===== config.mk =====
export PLATFORM = sky130hd
export DESIGN_NAME = pipe_ctrl
export DESIGN_NICKNAME = d
export VERILOG_FILES = /design/src/rtl/pipe_ctrl_pkg.sv /design/src/rtl/pipe_mc_timer.sv /design/src/rtl/pipe_ctrl.sv
export SDC_FILE = /design/constraint.sdc
export NUM_CORES = 1
export LEC_CHECK = 0
export CAP_MARGIN = 10
export CORE_AREA = 2 2 75 77
export CTS_BUF_LIST = sky130_fd_sc_hd__clkbuf_2
export DETAILED_ROUTE_END_ITERATION = 6
export DIE_AREA = 0 0 77 79
export PLACE_DENSITY_LB_ADDON = 0.08
export SETUP_SLACK_MARGIN = 0.2
export SYNTH_ARGS = -nofsm -noshare
export SYNTH_HDL_FRONTEND = slang
export SYNTH_SLANG_ARGS = --single-unit

===== constraint.sdc =====
create_clock -name clk -period 1.81 [get_ports clk]
set_clock_uncertainty 0.05 [all_clocks]
set_input_delay 0.362 -clock clk [delete_from_list [all_inputs] [get_ports clk]]
set_output_delay 0.362 -clock clk [all_outputs]
set_load 0.03 [all_outputs]

===== src/rtl/pipe_ctrl_pkg.sv =====
// Shared constants and state encoding for the pipeline sequencer.
package pipe_ctrl_pkg;

    localparam int unsigned STALL_W = 6;

    localparam logic [STALL_W-1:0] STALL_NONE = 6'b000000;
    localparam logic [STALL_W-1:0] STALL_ID   = 6'b000111;
    localparam logic [STALL_W-1:0] STALL_EX   = 6'b001111;

    typedef enum logic [1:0] {
        PC_RUN   = 2'd0,
        PC_MC    = 2'd1,
        PC_FLUSH = 2'd2
    } pc_state_e;

endpackage


===== src/rtl/pipe_mc_timer.sv =====
// Loadable down-counter for multi-cycle EX ops, with zero flag and a registered done pulse.
module pipe_mc_timer #(
    parameter int unsigned LEN_W = 6
) (
    input  logic             clk,
    input  logic             rst,
    input  logic             load,
    input  logic [LEN_W-1:0] len,
    input  logic             dec,
    input  logic             clr,
    output logic             zero,
    output logic             done
);

    logic [LEN_W-1:0] cnt;

    // done is raised on the edge where the count reaches zero, so it is
    // visible during the final (zero) cycle of the op.
    always_ff @(posedge clk or negedge rst) begin
        if (!rst) begin
            cnt  <= '0;
            done <= 1'b0;
        end else if (clr) begin
            cnt  <= '0;
            done <= 1'b0;
        end else if (load) begin
            cnt  <= len - LEN_W'(1);
            done <= (len == LEN_W'(1));
        end else if (dec && (cnt != '0)) begin
            cnt  <= cnt - LEN_W'(1);
            done <= (cnt == LEN_W'(1));
        end else begin
            done <= 1'b0;
        end
    end

    assign zero = (cnt == '0);

endmodule


===== src/rtl/pipe_ctrl.sv =====
// Pipeline sequencer: merges load-use, multi-cycle and exception requests into
// per-stage stalls plus a one-cycle flush with redirect PC.
module pipe_ctrl
    import pipe_ctrl_pkg::*;
#(
    parameter int unsigned MC_LEN_W = 6,
    parameter int unsigned PC_W     = 32
) (
    input  logic                clk,
    input  logic                rst,
    input  logic                stallreq_id,
    input  logic                ex_mc_start,
    input  logic [MC_LEN_W-1:0] ex_mc_len,
    input  logic                excp_i,
    input  logic [PC_W-1:0]     excp_pc_i,
    output logic [STALL_W-1:0]  stall_o,
    output logic                flush_o,
    output logic [PC_W-1:0]     new_pc_o,
    output logic                mc_busy_o,
    output logic                mc_done_o
);

    pc_state_e            state, state_n;
    logic [STALL_W-1:0]   stall;
    logic                 load, dec, clr, capture, zero;

    pipe_mc_timer #(.LEN_W(MC_LEN_W)) u_timer (
        .clk  (clk),
        .rst  (rst),
        .load (load),
        .len  (ex_mc_len),
        .dec  (dec),
        .clr  (clr),
        .zero (zero),
        .done (mc_done_o)
    );

    always_comb begin
        state_n = state;
        stall   = STALL_NONE;
        load    = 1'b0;
        dec     = 1'b0;
        clr     = 1'b0;
        capture = 1'b0;
        case (state)
            PC_RUN: begin
                if (excp_i) begin
                    capture = 1'b1;
                    state_n = PC_FLUSH;
                end else if (ex_mc_start && (ex_mc_len != '0)) begin
                    stall   = STALL_EX | (stallreq_id ? STALL_ID : STALL_NONE);
                    load    = 1'b1;
                    state_n = PC_MC;
                end else begin
                    stall = stallreq_id ? STALL_ID : STALL_NONE;
                end
            end
            PC_MC: begin
                if (excp_i) begin
                    clr     = 1'b1;
                    capture = 1'b1;
                    state_n = PC_FLUSH;
                end else if (!zero) begin
                    stall = STALL_EX;
                    dec   = 1'b1;
                end else begin
                    stall   = stallreq_id ? STALL_ID : STALL_NONE;
                    state_n = PC_RUN;
                end
            end
            PC_FLUSH: begin
                if (excp_i) begin
                    capture = 1'b1;
                end else begin
                    state_n = PC_RUN;
                end
            end
            default: state_n = PC_RUN;
        endcase
    end

    always_ff @(posedge clk or negedge rst) begin
        if (!rst) begin
            state    <= PC_RUN;
            flush_o  <= 1'b0;
            new_pc_o <= '0;
        end else begin
            state   <= state_n;
            flush_o <= (state_n == PC_FLUSH);
            if (capture) begin
                new_pc_o <= excp_pc_i;
            end
        end
    end

    // Stall is combinational, so it must be masked explicitly while reset is held.
    assign stall_o   = rst ? stall : STALL_NONE;
    assign mc_busy_o = (state == PC_MC);

endmodule

==> qor.csv <==
metric,value,unit
hold_class,in2async,
power.share.combinational,39.7,%
synthTopCellsByArea,"dfrtp_1 (53%), mux2_2 (18%), ha_1 (3.8%)",
status,finished with violations,
peakVddDrop,0.511,mV
overflow,0,
synth-edff-count,0,
wl_per_cell,14.6,um
nFillCells,466,
drtPass1Iterations,4,
grt_pass1_wl,8510,um
die_y,79,um
power_leakage,1.47,nW
crit_required,1.40,ns
grt_usage,17.7,%
cap_violations,0,
clock_sinks,42,
synthCells,154,
path_class,reg2out,
ys_seq_area_share,53.1,%
cp-startpoint,u_timer.cnt[4],
cts_made_buffers,5,
cpMaxStageDelayCell,dfrtp_1,
r2r_slack,-0.13,ns
clkLatencyLatePin,0.39,ns
switching_share,33.8,%
period_needed,2.33,ns
yosys.area.top_type,dfrtp_1,
synthFlopType,dfrtp_1,
dp_hpwl,3910,um
die_area,6080,um2
num_rows,27,
ys_ff_latch,42,
max-slew-margin-rel,64.5,%
worst_slack,-0.520,ns
io_buffers,81,
multiInputGateArea,980,um2
p_per_area,859,nW/um2
dpl_worst_slack,-0.807,ns
dp_cells,335,
crit_path_max_fanout,2,
synthesis.area,1980,um2
grt_setup_unrepaired,yes,
vias,1702,
synth_top_area_share,53.1,%
clockBufferDepth,2,
fmax,429,MHz
max_stage_delay,0.46,ns
violations,setup timing,
hold_viol,0,
clkPwrFrac,19.4,%
drt_wl_total,5150,um
ys.warnings.count,0,
grt_max_degree,43,
path_delay_family,simple AND/OR/NAND/NOR gates,
cts_tree,yes,
die_w,77,um
mostFrequentLayoutCell,dfrtp_1,
final_cell_mix,"dfrtp_1 (42), clkdlybuf4s50_1 (41), clkbuf_2 (38)",
power.internal,1.85,mW
yosys.cell_types.count,41,
syn_avg_cell_area,12.9,um2
seqCellArea,1050,um2
final-setup-viol-count,6,
crit_arrival,1.92,ns
core_area,5340,um2
drc_errors,0,
layoutNonFillerInstCount,352,
worst_pin_slew,0.532,ns
path_buf_inv,2,
power.share.sequential,40.9,%
drtIter0Drc,62,
fin_nets,328,
viasPerCell,4.84,
postCtsHoldBufs,0,
area_growth,64.1,%
drive_gt1_share,52.5,%
drv_slew,0,
grt_pass1_vias,1799,
antennaDiodeCount,0,
rr_endpoint,u_timer.cnt[2],
fin_crit_sh,129,%
power_switching,0.943,mW
cts_max_level,2,
crit_path_cell_trace,"nor4_4, a21boi_2, buf_4, o21a_1, and2_4, buf_6",
clkTransAtPathRegs,0.21,ns
start_kind,register,
antenna_left,0,
antenna_found_initial,0,
ios,84,
endpoint_kind,output port,
initial_core_util,37.1,%
r2r_start,u_timer.cnt[4],
cts-root-buf,clkbuf_2,
routabilityCongestion,0.816,
async_flop_share,100,%
r2r_cells,6,
timing.hold.ws,0.0889,ns
==> area by class of cell <==
| class | instances | area share, % |
|---|---|---|
| well taps | 72 | 2.77 |
| repair buffers | 125 | 31.8 |
| flip-flops and latches | 42 | 32.3 |
| multi-input cells | 97 | 30.1 |
| clock inverters | 1 | 0.924 |
| clock buffers | 7 | 1.08 |
| inverters | 8 | 1.00 |
==> state kept, by name, indices dropped and copies added (netlist names) <==
| register | cells |
|---|---|
| new_pc_o | 32 |
| u_timer.cnt | 6 |
| state | 2 |
| flush_o | 1 |
| u_timer.done | 1 |
==> layer usage <==
layer | wire length (um) | up-vias | track usage (%)
met5 | 0 | - | 0
met4 | 88 | 0 | 5.36
met3 | 306 | 11 | 5.00
met2 | 2760 | 62 | 32.9
met1 | 2000 | 826 | 19.8
li1 | - | 803 | -
==> worst max-delay path by stage <==
stage / to / slack, ns / cells past startpoint
after floorplan: stall_o[1] / -0.06 / 4
after global placement: stall_o[1] / -0.81 / 5
after CTS: stall_o[3] / -0.53 / 6
after detailed placement: stall_o[2] / -0.81 / 5
after global routing: stall_o[3] / -0.63 / 6
final: stall_o[3] / -0.52 / 6
==> logic make-up (layout without fill, tap and decap cells) <==
group | Yosys count | count (layout) | share of synthesized area, %
DFF | 42 | 42 | 53.1
muxes | 33 | 33 | 18.7
and+or+nand+nor | 27 | 27 | 7.90
AOI/OAI and AO/OA | 26 | 26 | 11.0
buffers and inverters | 16 | 141 | 4.04
adders and majority gates | 6 | 6 | 3.79
xor gates and xnor gates | 3 | 3 | 1.33
other | 1 | 2 | 0.189
==> worst reg2reg max path, stage by stage (launching register included) <==
cell	delay, ns
dfrtp_1	0.46
buf_4	0.15
buf_6	0.12
or4_4	0.55
o31a_1	0.28
o22a_1	0.18
o22ai_2	0.10
==> cell usage after synthesis (2+ instances only) <==
library cell / n
inv_1: 8
nand2_1: 6
nand2b_1: 3
nor3b_1: 2
o22ai_1: 3
ha_1: 6
a32oi_1: 3
nor4_1: 2
dfrtp_1: 42
o21ai_0: 4
buf_4: 4
mux2_2: 32
and2_1: 3
buf_2: 4
nor2_1: 3
nor3_1: 2
o31a_1: 2
xor2_1: 2
==> timing repair <==
item                                    4_1_cts  5_1_grt
gates cloned                                  0        0
pin swaps                                    13        5
endpoints found under the hold margin         0        0
resized for setup                           103       47
endpoints found under the setup margin       46       44
setup buffers                                 6        3
==> stage by stage <==
| stage | power, mW | utilization (%) | area (um2) | TNS [ns] |
|---|---|---|---|---|
| finish | 2.79 | 60.9 | 3250 | -2.16 |
| global route | 2.95 | 60.9 | 3250 | -2.67 |
| CTS | 2.83 | 62.8 | 3350 | -2.03 |
| detailed placement | 2.22 | 59.5 | 3170 | -9.16 |
| global placement | 2.19 | 59.5 | 3170 | -8.51 |
| floorplan | 1.69 | - | 2040 | -0.120 |
==> power by group through the flow <==
stage | combinational (mW) | sequential, mW | clock (mW)
after global placement | 1.03 | 1.15 | 0
after global routing | 1.18 | 1.16 | 0.613
final | 1.11 | 1.14 | 0.541
after CTS | 1.12 | 1.14 | 0.561
after detailed placement | 1.06 | 1.16 | 0
after floorplan | 0.343 | 1.35 | 0
(Power assumes the default switching activity.)
